==> config.mk <==
export PLATFORM = sky130hd
export DESIGN_NAME = aoc_line_parser
export DESIGN_NICKNAME = d
export VERILOG_FILES = /design/src/rtl/aoc_line_parser.sv
export SDC_FILE = /design/constraint.sdc
export NUM_CORES = 1
export LEC_CHECK = 0
export CAP_MARGIN = 20
export CORE_AREA = 3 3 71 87
export DETAILED_ROUTE_END_ITERATION = 7
export DIE_AREA = 0 0 74 90
export HOLD_SLACK_MARGIN = 0.1
export PLACE_DENSITY = 0.81
export SLEW_MARGIN = 5
export SYNTH_ARGS = -nofsm -noshare
export SYNTH_HDL_FRONTEND = slang
export SYNTH_SLANG_ARGS = --single-unit
==> constraint.sdc <==
create_clock -name clk -period 3.95 [get_ports clk]
set_input_delay 0.395 -clock clk [delete_from_list [all_inputs] [get_ports clk]]
set_output_delay 0.395 -clock clk [all_outputs]
set_load 0.005 [all_outputs]
==> src/rtl/aoc_line_parser.sv <==
`default_nettype none
// ============================================================================
// Module   : aoc_line_parser
// Purpose  : Decodes "R<n>\n" / "L<n>\n" ASCII lines into dial-solver moves,
//            one valid pulse per line followed by a fixed quiet gap.
// Option   : AOC_PARSER_CR_EN - silently consume '\r' (CRLF input).
// Revision : 1.0 - initial release
// ============================================================================
module aoc_line_parser #(
  parameter int GAP_CYCLES  = 2000,
  parameter int COUNT_WIDTH = 10,
  parameter int LINE_WIDTH  = 12
) (
  input  logic                   clk,
  input  logic                   rst,
  input  logic [7:0]             in_data,
  input  logic                   in_valid,
  output logic                   in_ready,
  output logic                   step_direction,
  output logic [COUNT_WIDTH-1:0] step_count,
  output logic                   valid,
  output logic                   error,
  output logic [LINE_WIDTH-1:0]  line_count
);

  localparam int C_GAP_W = (GAP_CYCLES > 1) ? $clog2(GAP_CYCLES) : 1;
  localparam logic [C_GAP_W-1:0] C_GAP_LOAD =
    C_GAP_W'((GAP_CYCLES > 0) ? (GAP_CYCLES - 1) : 0);
  localparam int C_EXT_W = COUNT_WIDTH + 4;
  localparam logic [C_EXT_W-1:0] C_ACC_MAX = {4'b0000, {COUNT_WIDTH{1'b1}}};

  typedef enum logic [2:0] {
    S_IDLE   = 3'd0,
    S_DIGITS = 3'd1,
    S_SKIP   = 3'd2,
    S_SETUP  = 3'd3,
    S_EMIT   = 3'd4,
    S_GAP    = 3'd5
  } state_t;

  state_t                 r_state;
  state_t                 w_next_state;
  logic                   r_dir_pend;
  logic [COUNT_WIDTH-1:0] r_acc;
  logic                   r_has_digit;
  logic                   r_step_dir;
  logic [COUNT_WIDTH-1:0] r_step_count;
  logic                   r_error;
  logic [LINE_WIDTH-1:0]  r_line_count;
  logic [C_GAP_W-1:0]     r_gap_cnt;

  logic                   w_fire;
  logic                   w_is_nl;
  logic                   w_is_cr;
  logic                   w_is_r;
  logic                   w_is_l;
  logic                   w_is_digit;
  logic [C_EXT_W-1:0]     w_acc_ext;
  logic [COUNT_WIDTH-1:0] w_acc_sat;

  logic                   w_start_line;
  logic                   w_acc_en;
  logic                   w_set_err;
  logic                   w_load_out;
  logic                   w_line_inc;
  logic                   w_gap_load;

  assign in_ready = (r_state == S_IDLE) || (r_state == S_DIGITS) || (r_state == S_SKIP);
  assign w_fire   = in_valid && in_ready;

  assign w_is_nl    = (in_data == 8'h0A);
  assign w_is_r     = (in_data == 8'h52);
  assign w_is_l     = (in_data == 8'h4C);
  assign w_is_digit = (in_data >= 8'h30) && (in_data <= 8'h39);
`ifdef AOC_PARSER_CR_EN
  assign w_is_cr    = (in_data == 8'h0D);
`else
  assign w_is_cr    = 1'b0;
`endif

  // acc*10 + d in a widened word so the saturation compare sees the overflow
  assign w_acc_ext = ({4'b0000, r_acc} << 3) + ({4'b0000, r_acc} << 1)
                   + C_EXT_W'(in_data[3:0]);
  assign w_acc_sat = (w_acc_ext > C_ACC_MAX) ? {COUNT_WIDTH{1'b1}}
                                             : w_acc_ext[COUNT_WIDTH-1:0];

  always_ff @(posedge clk or posedge rst) begin
    if (rst) begin
      r_state <= S_IDLE;
    end else begin
      r_state <= w_next_state;
    end
  end

  always_comb begin
    w_next_state = r_state;
    w_start_line = 1'b0;
    w_acc_en     = 1'b0;
    w_set_err    = 1'b0;
    w_load_out   = 1'b0;
    w_line_inc   = 1'b0;
    w_gap_load   = 1'b0;
    case (r_state)
      S_IDLE: begin
        if (w_fire && !w_is_nl && !w_is_cr) begin
          if (w_is_r || w_is_l) begin
            w_start_line = 1'b1;
            w_next_state = S_DIGITS;
          end else begin
            w_set_err    = 1'b1;
            w_next_state = S_SKIP;
          end
        end
      end
      S_DIGITS: begin
        if (w_fire && !w_is_cr) begin
          if (w_is_digit) begin
            w_acc_en = 1'b1;
          end else if (w_is_nl && r_has_digit) begin
            w_load_out   = 1'b1;
            w_next_state = S_SETUP;
          end else if (w_is_nl) begin
            w_set_err    = 1'b1;
            w_next_state = S_IDLE;
          end else begin
            w_set_err    = 1'b1;
            w_next_state = S_SKIP;
          end
        end
      end
      S_SKIP: begin
        if (w_fire && w_is_nl) begin
          w_next_state = S_IDLE;
        end
      end
      S_SETUP: begin
        w_next_state = S_EMIT;
      end
      S_EMIT: begin
        w_line_inc = 1'b1;
        if (GAP_CYCLES == 0) begin
          w_next_state = S_IDLE;
        end else begin
          w_gap_load   = 1'b1;
          w_next_state = S_GAP;
        end
      end
      S_GAP: begin
        if (r_gap_cnt == '0) begin
          w_next_state = S_IDLE;
        end
      end
      default: begin
        w_next_state = S_IDLE;
      end
    endcase
  end

  always_ff @(posedge clk or posedge rst) begin
    if (rst) begin
      r_dir_pend   <= 1'b0;
      r_acc        <= '0;
      r_has_digit  <= 1'b0;
      r_step_dir   <= 1'b0;
      r_step_count <= '0;
      r_error      <= 1'b0;
      r_line_count <= '0;
      r_gap_cnt    <= '0;
    end else begin
      if (w_start_line) begin
        r_dir_pend  <= w_is_r;
        r_acc       <= '0;
        r_has_digit <= 1'b0;
      end else if (w_acc_en) begin
        r_acc       <= w_acc_sat;
        r_has_digit <= 1'b1;
      end
      if (w_load_out) begin
        r_step_dir   <= r_dir_pend;
        r_step_count <= r_acc;
      end
      if (w_set_err) begin
        r_error <= 1'b1;
      end
      if (w_line_inc) begin
        r_line_count <= r_line_count + LINE_WIDTH'(1);
      end
      if (w_gap_load) begin
        r_gap_cnt <= C_GAP_LOAD;
      end else if ((r_state == S_GAP) && (r_gap_cnt != '0)) begin
        r_gap_cnt <= r_gap_cnt - C_GAP_W'(1);
      end
    end
  end

  assign valid          = (r_state == S_EMIT);
  assign step_direction = r_step_dir;
  assign step_count     = r_step_count;
  assign error          = r_error;
  assign line_count     = r_line_count;

endmodule
`default_nettype wire

==> impl_metrics.xml <==
<?xml version="1.0" encoding="UTF-8"?>
<metrics>
  <group name="sta">
    <metric name="timing_hold_violations_final" unit="">0</metric>
    <metric name="fmax" unit="GHz">0.302</metric>
    <metric name="timing.final.max_slew_violations" unit="">0</metric>
    <metric name="holdWs" unit="ns">0.403</metric>
    <metric name="final.setup.tns" unit="ns">0</metric>
    <metric name="min_period_over_period" unit="%">83.8</metric>
    <metric name="grt_setup_unrepaired" unit="">false</metric>
    <metric name="worst_pin_slew" unit="ns">0.743</metric>
    <metric name="layout_setup_ws" unit="ns">0.638</metric>
    <metric name="report.final.setup_viol" unit="">0</metric>
    <metric name="skew" unit="ns">0.00375</metric>
    <metric name="worst_case_headroom_to_the_max_slew_limit" unit="%">50.3</metric>
    <metric name="period_needed" unit="ns">3.31</metric>
  </group>
  <group name="routing">
    <metric name="drt_first_pass_iters" unit="">5</metric>
    <metric name="first_iter_violations" unit="">132</metric>
    <metric name="ant_nets" unit="">0</metric>
    <metric name="detail_route.vias_per_cell" unit="">6.06</metric>
    <metric name="remaining_drc_errors" unit="">0</metric>
    <metric name="final_routed_wire_length_divided_by_cell_count" unit="µm">16.0</metric>
    <metric name="dr_total_vias" unit="">2345</metric>
    <metric name="totalWireLength" unit="µm">6210</metric>
  </group>
  <group name="power_and_ir_drop">
    <metric name="total_power" unit="µW">1410</metric>
    <metric name="powerDensity" unit="nW/µm²">404</metric>
    <metric name="vdd.ir_drop.worst" unit="µV">187</metric>
    <metric name="power.static_leakage" unit="µW">0.00161</metric>
  </group>
  <group name="placement">
    <metric name="dp_hpwl" unit="µm">4550</metric>
    <metric name="place_ws" unit="ns">0.277</metric>
    <metric name="gp_congestion" unit="">0.924</metric>
    <metric name="numPortBuffers" unit="">36</metric>
    <metric name="dpl.cell_count" unit="">377</metric>
  </group>
  <group name="clock_tree">
    <metric name="cts_setup_buffers" unit="">0</metric>
    <metric name="cts.clk_slew.worst_paths" unit="ns">0.09</metric>
    <metric name="library_cell_used_as_clock_root_buffer" unit="">clkbuf_8</metric>
    <metric name="cts_bufs_inserted" unit="">5</metric>
    <metric name="cts_htree_levels" unit="">2</metric>
    <metric name="insertion_delay" unit="ns">0.31</metric>
    <metric name="clock_tree_from_tritoncts" unit="">done</metric>
    <metric name="clock_path_buffers" unit="">2</metric>
    <metric name="clkSinkCount" unit="">50</metric>
    <metric name="cts_hold_buf" unit="">0</metric>
    <metric name="post_cts.resized_instances" unit="">0</metric>
  </group>
  <group name="die">
    <metric name="core.rowCount" unit="">29</metric>
    <metric name="floorplan.die.height" unit="µm">90</metric>
    <metric name="io_pins" unit="">37</metric>
    <metric name="placeableCoreArea" unit="µm²">5330</metric>
    <metric name="starting_density_of_the_core" unit="%">55.1</metric>
    <metric name="die_width" unit="µm">74</metric>
    <metric name="die_area" unit="µm²">6660</metric>
  </group>
  <group name="logic_synthesis">
    <metric name="yosys_warnings" unit="">0</metric>
    <metric name="synth_seq_area_share" unit="%">42.5</metric>
    <metric name="mappedNetlistArea" unit="µm²">2940</metric>
    <metric name="synth_fp_nets" unit="">321</metric>
    <metric name="yosysUniqueCellTypes" unit="">53</metric>
    <metric name="flip_flop_cell_with_the_highest_count_after_synthesis" unit="">dfrtp_1</metric>
    <metric name="synth_enable_flop_cells" unit="">0</metric>
    <metric name="async_flop_share" unit="%">100</metric>
    <metric name="yosys_reg_bits" unit="">50</metric>
    <metric name="avgSynthCellArea" unit="µm²">10.2</metric>
    <metric name="syn_inst" unit="">287</metric>
  </group>
  <group name="global_route">
    <metric name="groute.usage.overall" unit="%">19.4</metric>
    <metric name="gr-total-overflow" unit="">0</metric>
    <metric name="via_count_of_the_first_global_routing_pass" unit="">2344</metric>
    <metric name="maximum_number_of_pins_on_one_net_before_global_route_repair" unit="">51</metric>
    <metric name="grt_first_pass_wirelength" unit="µm">10400</metric>
    <metric name="initial_antenna_violation_count" unit="">0</metric>
  </group>
  <group name="flow_run">
    <metric name="max_cap_viol_count" unit="">0</metric>
  </group>
  <group name="setup_path">
    <metric name="crit_path_end_kind" unit="">flop</metric>
    <metric name="timing.setup.critical_path_class" unit="">in -&gt; reg</metric>
    <metric name="start_kind" unit="">input pin</metric>
    <metric name="ordered_cell_list_for_the_critical_path" unit="">clkdlybuf4s50_1 -&gt; fa_1 -&gt; fa_1 -&gt; a211oi_2 -&gt; nor3_1 -&gt; nor4_1 -&gt; o32ai_1 -&gt; nor4b_4 -&gt; a31oi_1</metric>
    <metric name="worst_ep_arrival_time" unit="ns">3.48</metric>
    <metric name="critPathBufInv" unit="">1</metric>
    <metric name="slowest_cell_on_the_critical_path" unit="">fa_1</metric>
    <metric name="path_max_fanout" unit="">10</metric>
    <metric name="critical_path.top_delay_family" unit="">adder cells</metric>
    <metric name="critPathMostFrequentCell" unit="">fa_1</metric>
    <metric name="slowest_delay" unit="ns">0.56</metric>
    <metric name="required_time_of_the_critical_path" unit="ns">4.12</metric>
  </group>
  <group name="cells_and_area">
    <metric name="instances_no_fill" unit="">387</metric>
    <metric name="antenna-diode-count" unit="">0</metric>
    <metric name="drive_above_1_share" unit="%">11.7</metric>
    <metric name="area_growth_syn_to_layout" unit="%">18.5</metric>
    <metric name="finish.net_count" unit="">358</metric>
  </group>
  <group name="outcome">
    <metric name="run_status" unit="">finished clean</metric>
  </group>
  <group name="worst_hold_path">
    <metric name="hold_wc_path_type" unit="">in -&gt; async</metric>
  </group>
</metrics>
[cells by family after synthesis]
kind of cell	after synthesis	share of synthesized area, %
simple gates	91	17.1
compound gates	66	15.1
flops	50	42.5
xor+xnor	25	7.44
fa+ha+maj	23	10.3
buf+inv	20	2.89
mux	12	4.55
[final cells by class]
class	count	area, µm²
Fill cell	440	1850
Multi-Input combinational cell	217	1610
Sequential cell	50	1250
Timing Repair Buffer	38	392
Tap cell	62	77.6
Clock buffer	5	68.8
Inverter	12	45.0
Clock inverter	3	40.0
[synthesized netlist by cell type (2+ instances only)]
library cell  number  area [µm²]
a21o_2             2        17.5
a21o_1             3        22.5
ha_1              21         263
nand3_1           14        70.1
a31o_2             3        26.3
buf_2              2        10.0
o211ai_1           7        52.6
o21ai_0            8        40.0
clkbuf_1           5        18.8
nand4b_1           3        26.3
or3_1              3        18.8
inv_1             11        41.3
nand4_1            5        31.3
dfrtp_1           50        1250
a31oi_1           12        75.1
xnor2_1           14         123
nor2_1            18        67.6
nor3_1             3        15.0
nor4_1             2        12.5
fa_1               2        40.0
a21oi_1           18        90.1
xor2_1            11        96.3
and3_1             3        18.8
mux2_2            11         124
nand2_1           28         105
[state kept, by name (all words and copies together), names as in the netlist, 3 cells and up]
register	flops
line_count	12
r_acc	10
r_gap_cnt	11
r_state	3
step_count	10
[power breakdown]
group	switching (µW)	total (µW)	internal [µW]
sequential	91.0	659	568
combinational	201	384	183
clock	178	365	187
[worst paths after layout]
check | endpoint | slack, ns | start | cells past startpoint
setup / recovery | r_acc[6]$_DFFE_PP0P_ | 0.64 | in_data[3] | 9
hold / removal | r_dir_pend$_DFFE_PP0P_ | 0.40 | rst | 2
max in group asynchronous | r_acc[3]$_DFFE_PP0P_ | 3.04 | rst | 3
min in group clk | line_count[11]$_DFFE_PP0P_ | 0.48 | line_count[11]$_DFFE_PP0P_ | 1
hold reg to reg | line_count[11]$_DFFE_PP0P_ | 0.48 | line_count[11]$_DFFE_PP0P_ | 1
setup reg to reg | r_acc[6]$_DFFE_PP0P_ | 0.79 | r_acc[0]$_DFFE_PP0P_ | 8
[cell usage in the layout (no fill, tap or decap), types with 2 or more instances in the layout]
cell type,netlist,layout
a21o_1,3,3
a21o_2,2,2
a21oi_1,18,18
a31o_2,3,3
a31oi_1,12,12
and3_1,3,3
clkbuf_8,0,5
clkdlybuf4s50_1,0,36
clkinv_2,0,2
dfrtp_1,50,50
fa_1,2,2
ha_1,21,21
inv_1,11,10
inv_2,1,2
mux2_2,11,11
nand2_1,28,28
nand3_1,14,14
nand4_1,5,5
nand4b_1,3,3
nor2_1,18,18
nor3_1,3,2
nor4_1,2,2
o211ai_1,7,7
o21ai_0,8,8
or3_1,3,3
xnor2_1,14,14
xor2_1,11,11
[routing by layer]
metal  GRT usage (%)  wire length, µm
met5               0                0
met4            6.50               82
met3            3.79              185
met2            32.5             3220
met1            24.5             2720
[through the flow]
step	instance area (µm²)	utilization, %
after floorplan	2940	-
after detailed placement	3340	62.7
after CTS	3450	64.7
final	3480	65.3
after global routing	3480	65.3
after global placement	3340	62.7
No activity file was read; power rests on OpenSTA's default activity.
